--- config.mk ---
export PLATFORM = sky130hd
export DESIGN_NAME = mips_multicycle_ctrl
export DESIGN_NICKNAME = d
export VERILOG_FILES = /design/src/rtl/mips_ctrl_pkg.sv /design/src/rtl/mips_ctrl_outdec.sv /design/src/rtl/mips_multicycle_ctrl.sv
export SDC_FILE = /design/constraint.sdc
export NUM_CORES = 1
export LEC_CHECK = 0
export BUFFER_PORTS_ARGS = -buffer_cell sky130_fd_sc_hd__buf_2
export CAP_MARGIN = 0
export CORE_MARGIN = 4
export CORE_UTILIZATION = 38
export CTS_CLUSTER_SIZE = 16
export DETAILED_ROUTE_END_ITERATION = 12
export PLACE_DENSITY = 0.69
export SYNTH_ARGS = -nofsm -noshare
export SYNTH_HDL_FRONTEND = slang
export SYNTH_SLANG_ARGS = --single-unit
--- constraint.sdc ---
create_clock -name clk -period 3.2 [get_ports clk]
set_input_delay 0.64 -clock clk [delete_from_list [all_inputs] [get_ports clk]]
set_output_delay 0.64 -clock clk [all_outputs]
set_load 0.02 [all_outputs]
--- src/rtl/mips_ctrl_pkg.sv ---
// Shared encodings for the multi-cycle MIPS-32 control FSM.
// States, opcodes, mux select codes and the strobe bundle.
package mips_ctrl_pkg;

  typedef enum logic [3:0] {
    S_FETCH     = 4'd0,
    S_DECODE    = 4'd1,
    S_MEM_ADDR  = 4'd2,
    S_MEM_RD    = 4'd3,
    S_MEM_WB    = 4'd4,
    S_MEM_WR    = 4'd5,
    S_R_EXEC    = 4'd6,
    S_R_WB      = 4'd7,
    S_BRANCH    = 4'd8,
    S_JUMP      = 4'd9,
    S_JAL       = 4'd10,
    S_ADDI_EXEC = 4'd11,
    S_ADDI_WB   = 4'd12,
    S_TRAP      = 4'd13
  } state_t;

  localparam logic [5:0] OP_RTYPE = 6'b000000;
  localparam logic [5:0] OP_LW    = 6'b100011;
  localparam logic [5:0] OP_SW    = 6'b101011;
  localparam logic [5:0] OP_BEQ   = 6'b000100;
  localparam logic [5:0] OP_J     = 6'b000010;
  localparam logic [5:0] OP_JAL   = 6'b000011;
  localparam logic [5:0] OP_ADDI  = 6'b001000;

  localparam logic [1:0] PC_ALU    = 2'b00;
  localparam logic [1:0] PC_ALUOUT = 2'b01;
  localparam logic [1:0] PC_JUMP   = 2'b10;

  localparam logic [1:0] WB_ALUOUT = 2'b00;
  localparam logic [1:0] WB_MDR    = 2'b01;
  localparam logic [1:0] WB_PC     = 2'b10;

  localparam logic [1:0] RD_RT  = 2'b00;
  localparam logic [1:0] RD_RD  = 2'b01;
  localparam logic [1:0] RD_R31 = 2'b10;

  localparam logic [1:0] B_RT     = 2'b00;
  localparam logic [1:0] B_FOUR   = 2'b01;
  localparam logic [1:0] B_IMM    = 2'b10;
  localparam logic [1:0] B_IMM_SH = 2'b11;

  localparam logic [1:0] ALU_ADD   = 2'b00;
  localparam logic [1:0] ALU_SUB   = 2'b01;
  localparam logic [1:0] ALU_FUNCT = 2'b10;

  typedef struct packed {
    logic       pc_write;
    logic       pc_write_cond;
    logic       ir_write;
    logic       mem_read;
    logic       mem_write;
    logic       i_or_d;
    logic       reg_write;
    logic [1:0] reg_dst;
    logic [1:0] wb_sel;
    logic       alu_src_a;
    logic [1:0] alu_src_b;
    logic [1:0] alu_op;
    logic [1:0] pc_src;
    logic       instr_done;
  } ctrl_t;

endpackage

--- src/rtl/mips_ctrl_outdec.sv ---
// Moore output decoder: maps the current state to datapath strobes.
// TRAP and unused codes decode to all-zero.
module mips_ctrl_outdec
  import mips_ctrl_pkg::*;
(
  input  state_t state,
  output ctrl_t  ctrl
);

  always_comb begin
    ctrl = '0;
    unique case (state)
      S_FETCH: begin
        ctrl.mem_read  = 1'b1;
        ctrl.ir_write  = 1'b1;
        ctrl.pc_write  = 1'b1;
        ctrl.alu_src_b = B_FOUR;
        ctrl.alu_op    = ALU_ADD;
        ctrl.pc_src    = PC_ALU;
      end
      S_DECODE: begin
        ctrl.alu_src_b = B_IMM_SH;
        ctrl.alu_op    = ALU_ADD;
      end
      S_MEM_ADDR, S_ADDI_EXEC: begin
        ctrl.alu_src_a = 1'b1;
        ctrl.alu_src_b = B_IMM;
        ctrl.alu_op    = ALU_ADD;
      end
      S_MEM_RD: begin
        ctrl.mem_read = 1'b1;
        ctrl.i_or_d   = 1'b1;
      end
      S_MEM_WB: begin
        ctrl.reg_write  = 1'b1;
        ctrl.reg_dst    = RD_RT;
        ctrl.wb_sel     = WB_MDR;
        ctrl.instr_done = 1'b1;
      end
      S_MEM_WR: begin
        ctrl.mem_write  = 1'b1;
        ctrl.i_or_d     = 1'b1;
        ctrl.instr_done = 1'b1;
      end
      S_R_EXEC: begin
        ctrl.alu_src_a = 1'b1;
        ctrl.alu_src_b = B_RT;
        ctrl.alu_op    = ALU_FUNCT;
      end
      S_R_WB: begin
        ctrl.reg_write  = 1'b1;
        ctrl.reg_dst    = RD_RD;
        ctrl.wb_sel     = WB_ALUOUT;
        ctrl.instr_done = 1'b1;
      end
      S_ADDI_WB: begin
        ctrl.reg_write  = 1'b1;
        ctrl.reg_dst    = RD_RT;
        ctrl.wb_sel     = WB_ALUOUT;
        ctrl.instr_done = 1'b1;
      end
      S_BRANCH: begin
        ctrl.alu_src_a     = 1'b1;
        ctrl.alu_src_b     = B_RT;
        ctrl.alu_op        = ALU_SUB;
        ctrl.pc_write_cond = 1'b1;
        ctrl.pc_src        = PC_ALUOUT;
        ctrl.instr_done    = 1'b1;
      end
      S_JUMP: begin
        ctrl.pc_write   = 1'b1;
        ctrl.pc_src     = PC_JUMP;
        ctrl.instr_done = 1'b1;
      end
      S_JAL: begin
        ctrl.pc_write   = 1'b1;
        ctrl.pc_src     = PC_JUMP;
        ctrl.reg_write  = 1'b1;
        ctrl.reg_dst    = RD_R31;
        ctrl.wb_sel     = WB_PC;
        ctrl.instr_done = 1'b1;
      end
      default: ;
    endcase
  end

endmodule

--- src/rtl/mips_multicycle_ctrl.sv ---
// Multi-cycle MIPS-32 control FSM: state register, sequencing, reset gate.
// Define ILLEGAL_OP_TRAP_EN to trap unknown opcodes in a sticky TRAP state.
module mips_multicycle_ctrl
  import mips_ctrl_pkg::*;
#(
  parameter int OPCODE_W = 6,
  parameter int STATE_W  = 4
) (
  input  logic                clk,
  input  logic                reset,
  input  logic [OPCODE_W-1:0] opcode,
  input  logic                zero,
  output logic                pc_write,
  output logic                pc_write_cond,
  output logic                ir_write,
  output logic                mem_read,
  output logic                mem_write,
  output logic                i_or_d,
  output logic                reg_write,
  output logic [1:0]          reg_dst,
  output logic [1:0]          wb_sel,
  output logic                alu_src_a,
  output logic [1:0]          alu_src_b,
  output logic [1:0]          alu_op,
  output logic [1:0]          pc_src,
  output logic                instr_done,
  output logic                illegal_op,
  output logic [STATE_W-1:0]  state
);

  state_t state_q;
  state_t state_d;
  ctrl_t  dec;
  ctrl_t  ctrl;
  logic   unused_zero;

  // zero gates pc_write_cond in the datapath, not here
  assign unused_zero = zero;

  always_ff @(posedge clk or posedge reset) begin
    if (reset) state_q <= S_FETCH;
    else       state_q <= state_d;
  end

  always_comb begin
    state_d = S_FETCH;
    unique case (state_q)
      S_FETCH:     state_d = S_DECODE;
      S_DECODE: begin
        unique case (opcode)
          OP_LW, OP_SW: state_d = S_MEM_ADDR;
          OP_RTYPE:     state_d = S_R_EXEC;
          OP_BEQ:       state_d = S_BRANCH;
          OP_J:         state_d = S_JUMP;
          OP_JAL:       state_d = S_JAL;
          OP_ADDI:      state_d = S_ADDI_EXEC;
`ifdef ILLEGAL_OP_TRAP_EN
          default:      state_d = S_TRAP;
`else
          default:      state_d = S_FETCH;
`endif
        endcase
      end
      S_MEM_ADDR:
        state_d = (opcode == OP_LW) ? S_MEM_RD : S_MEM_WR;
      S_MEM_RD:    state_d = S_MEM_WB;
      S_R_EXEC:    state_d = S_R_WB;
      S_ADDI_EXEC: state_d = S_ADDI_WB;
`ifdef ILLEGAL_OP_TRAP_EN
      S_TRAP:      state_d = S_TRAP;
`endif
      default:     state_d = S_FETCH;
    endcase
  end

`ifdef ILLEGAL_OP_TRAP_EN
  logic ill_q;

  always_ff @(posedge clk or posedge reset) begin
    if (reset)                 ill_q <= 1'b0;
    else if (state_d == S_TRAP) ill_q <= 1'b1;
  end

  assign illegal_op = ill_q & ~reset;
`else
  assign illegal_op = 1'b0;
`endif

  mips_ctrl_outdec u_outdec (
    .state (state_q),
    .ctrl  (dec)
  );

  // reset overrides the FETCH decode so nothing strobes while held
  assign ctrl = reset ? '0 : dec;

  assign pc_write      = ctrl.pc_write;
  assign pc_write_cond = ctrl.pc_write_cond;
  assign ir_write      = ctrl.ir_write;
  assign mem_read      = ctrl.mem_read;
  assign mem_write     = ctrl.mem_write;
  assign i_or_d        = ctrl.i_or_d;
  assign reg_write     = ctrl.reg_write;
  assign reg_dst       = ctrl.reg_dst;
  assign wb_sel        = ctrl.wb_sel;
  assign alu_src_a     = ctrl.alu_src_a;
  assign alu_src_b     = ctrl.alu_src_b;
  assign alu_op        = ctrl.alu_op;
  assign pc_src        = ctrl.pc_src;
  assign instr_done    = ctrl.instr_done;
  assign state         = STATE_W'(state_q);

endmodule

==> flow_metrics.py <==
metrics = {
    "clocking": {
        "clkSinkCount": 4,
        "holdBufCountCts": 0,
        "cts-root-buf": "clkbuf_4",
        "h-tree-depth": 1,
        "insertion_delay_ps": 230,
        "post_cts_resized": 0,
        "cts_buffer_depth": 2,
        "post-cts-setup-buffers": 0,
        "path_clk_slew_ps": 40,
        "cts_inserted_buffers": 3,
        "tritoncts": "done",
    },
    "setup_path": {
        "r2r_slack_ps": 1410,
        "worst-endpoint-required_ps": 2560,
        "reg2reg_depth": 3,
        "worst_setup_path_start_kind": "register",
        "worstPathArrival_ps": 1930,
        "setup.worst_path.class": "register to output port",
        "r2r_start": "state[1]",
        "cp_max_fo": 19,
        "slowest_delay_ps": 690,
        "worstPathCellList": "mux2_2 > a2111oi_0 > buf_2",
        "r2r_end": "state[0]",
        "slowest_stage": "dfrtp_1",
        "cp-end-kind": "output port",
    },
    "placed_design": {
        "port_buffers": 30,
        "hpwl_um": 1126,
        "pre_cts_slack_ps": 870.3,
        "gp_congestion": 0.8421,
        "place_inst": 121,
        "placedInstanceArea_sq_um": 716.9,
    },
    "timing": {
        "finalHoldViolCount": 0,
        "rsz0062_at_grt": "no",
        "tightestPinTransition_ps": 612.8,
        "timing.fmax_mhz": 389.1,
        "fin_skew_ps": 2.636,
        "period_needed_ps": 2570,
        "fin_ws_ps": 630.0,
        "hold-worst-slack_ps": 398.9,
        "max_slew_margin_pct": 59.15,
        "report.final.slew_viol_count": 0,
        "period_share_pct": 80.31,
        "setup-tns-final_ps": 0,
        "setup_viol": 0,
    },
    "global_route": {
        "grt_pass1_vias": 549,
        "grt_pass1_wl_um": 2428,
        "antenna_found_initial": 0,
        "grt_usage_pct": 14.45,
        "grt_overflow": 0,
        "grt_max_degree": 23,
    },
    "logic_synthesis": {
        "synth.area.top_cells": "dfrtp_1, nand2b_1, nor3_1",
        "seq_area_frac_synth_pct": 16.46,
        "synth_cell_types": 36,
        "synth_largest_area_cell": "dfrtp_1",
        "ys_warn_count": 0,
        "netlist_instances": 88,
        "avgSynthCellArea_sq_um": 6.910,
        "synth_top_area_share_pct": 16.46,
        "synthFlopType": "dfrtp_1",
        "synth-edff-count": 0,
        "syn_nets": 97,
        "ys_async_sr_fraction_pct": 100.0,
        "synth_area_sq_um": 608.1,
        "yosys_register_bits": 4,
    },
    "die": {
        "std_cell_rows": 14,
        "die_h_um": 48,
        "die_w_um": 48,
        "core_sq_um": 1506,
        "io_pins": 33,
        "initial_core_util_pct": 40.37,
        "die_area_sq_um": 2304,
    },
    "drt": {
        "avgViaCountPerCell": 5.758,
        "routedWlPerCell_um": 12.38,
        "ant_nets": 0,
        "routed_wl_um": 1535,
        "firstDrtPassIters": 4,
        "num_vias": 714,
        "dr.first_iter.drc_count": 11,
        "post-route-drc-count": 0,
    },
    "layout": {
        "drive_above_1_share_pct": 34.26,
        "multi_input_area_sq_um": 435.4,
        "diodes": 0,
        "layout.nets": 119,
        "final_cells": 124,
        "n_fill_cell": 169,
        "synthToLayoutAreaGrowth_pct": 21.60,
        "fin_area_sq_um": 739.5,
        "regArea_sq_um": 100.1,
        "largest_reg_flops": 4,
    },
    "power": {
        "switchingPower_uw": 171.6,
        "power_frac_seq_pct": 30.7,
        "clockPowerShare_pct": 17.0,
        "combPwrFrac_pct": 52.3,
        "p_leak_uw": 0.0003597,
        "powerDensity_nw_per_um2": 471.3,
        "internal_power_uw": 176.9,
        "swShare_pct": 49.23,
        "peakVddDrop_uv": 252.2,
    },
    "job": {
        "drv_cap": 0,
    },
    "min_path": {
        "min_path_type": "input pin to asynchronous set/reset pin",
    },
    "outcome": {
        "run_status": "finished clean",
    },
}
==> synth_stat cells (3+ instances only) <==
master	n
and3_1	3
buf_1	3
nor3_1	6
a21oi_1	3
nand3_1	3
clkbuf_1	6
nor4_1	4
nor2_1	8
nand2_1	4
a31oi_1	4
nand2b_1	6
buf_4	3
dfrtp_1	4
inv_1	3
==> final cells by class <==
| type | instances | share of cell area, % |
|---|---|---|
| multi-input cells | 68 | 58.88 |
| repair buffers | 30 | 20.30 |
| flip-flops and latches | 4 | 13.54 |
| clock buffers | 3 | 3.046 |
| well taps | 16 | 2.707 |
| inverters | 3 | 1.523 |
==> per-stage QoR <==
step | total power, uW | util [%]
floorplan | 241.9 | -
global placement | 287.4 | 47.59
detailed placement | 290.4 | 47.59
CTS | 351.5 | 49.09
global route | 380.0 | 49.09
finish | 348.5 | 49.09
==> power by group through the flow <==
| stage | sequential (uW) | combinational [uW] | clock [uW] |
|---|---|---|---|
| after floorplan | 76.8 | 165 | 0 |
| after global placement | 107 | 181 | 0 |
| after detailed placement | 107 | 183 | 0 |
| after CTS | 106 | 184 | 61.7 |
| after global routing | 112 | 201 | 66.7 |
| final | 107 | 182 | 59.4 |
==> cell families (layout without fill, tap and decap cells) <==
logic type / Yosys count / in the layout / share of synthesized area (%)
AND/OR/NAND/NOR: 47 / 47 / 45.27
buffers and inverters: 16 / 36 / 11.93
AO/OA/AOI/OAI: 15 / 15 / 18.11
XOR/XNOR: 4 / 4 / 5.762
flip-flops: 4 / 4 / 16.46
other: 1 / 1 / 0.6167
multiplexers: 1 / 1 / 1.852
==> layer usage <==
layer | global-route usage [%] | part of all wire, % | vias to the layer above
li1 | - | - | 363
met1 | 18.63 | 47 | 322
met2 | 23.48 | 45 | 29
met3 | 3.383 | 8.2 | 0
met4 | 4.839 | 0 | 0
met5 | 0 | 0 | -
==> worst max-delay path: cells and delay by family (launching register included) <==
| kind | cells | cell delay (ps) |
|---|---|---|
| AO/OA/AOI/OAI | 1 | 380 |
| buffers and inverters | 1 | 240 |
| flip-flops | 1 | 690 |
| multiplexers | 1 | 390 |
==> cells in the final DEF, fill, tap and decap left out, drive strengths merged, types with 2 or more instances in the layout <==
master / count
dfrtp: 4
a21oi: 3
nand3: 3
nand4: 2
o32ai: 2
xnor2: 2
a31oi: 4
buf: 30
xor2: 2
nor3: 6
nand2b: 6
nor3b: 2
nor4: 4
nor2: 8
clkbuf: 3
nand2: 4
and3: 3
inv: 3
nor4b: 2
==> how the worst max path moves through the flow <==
stage,start,slack (ps),to
finish,state[0],630,instr_done
floorplan,state[0],370,instr_done
global placement,state[0],920,instr_done
CTS,state[0],610,instr_done
global route,state[0],500,instr_done
detailed placement,state[0],870,instr_done
No activity file was read; power rests on OpenSTA's default activity.
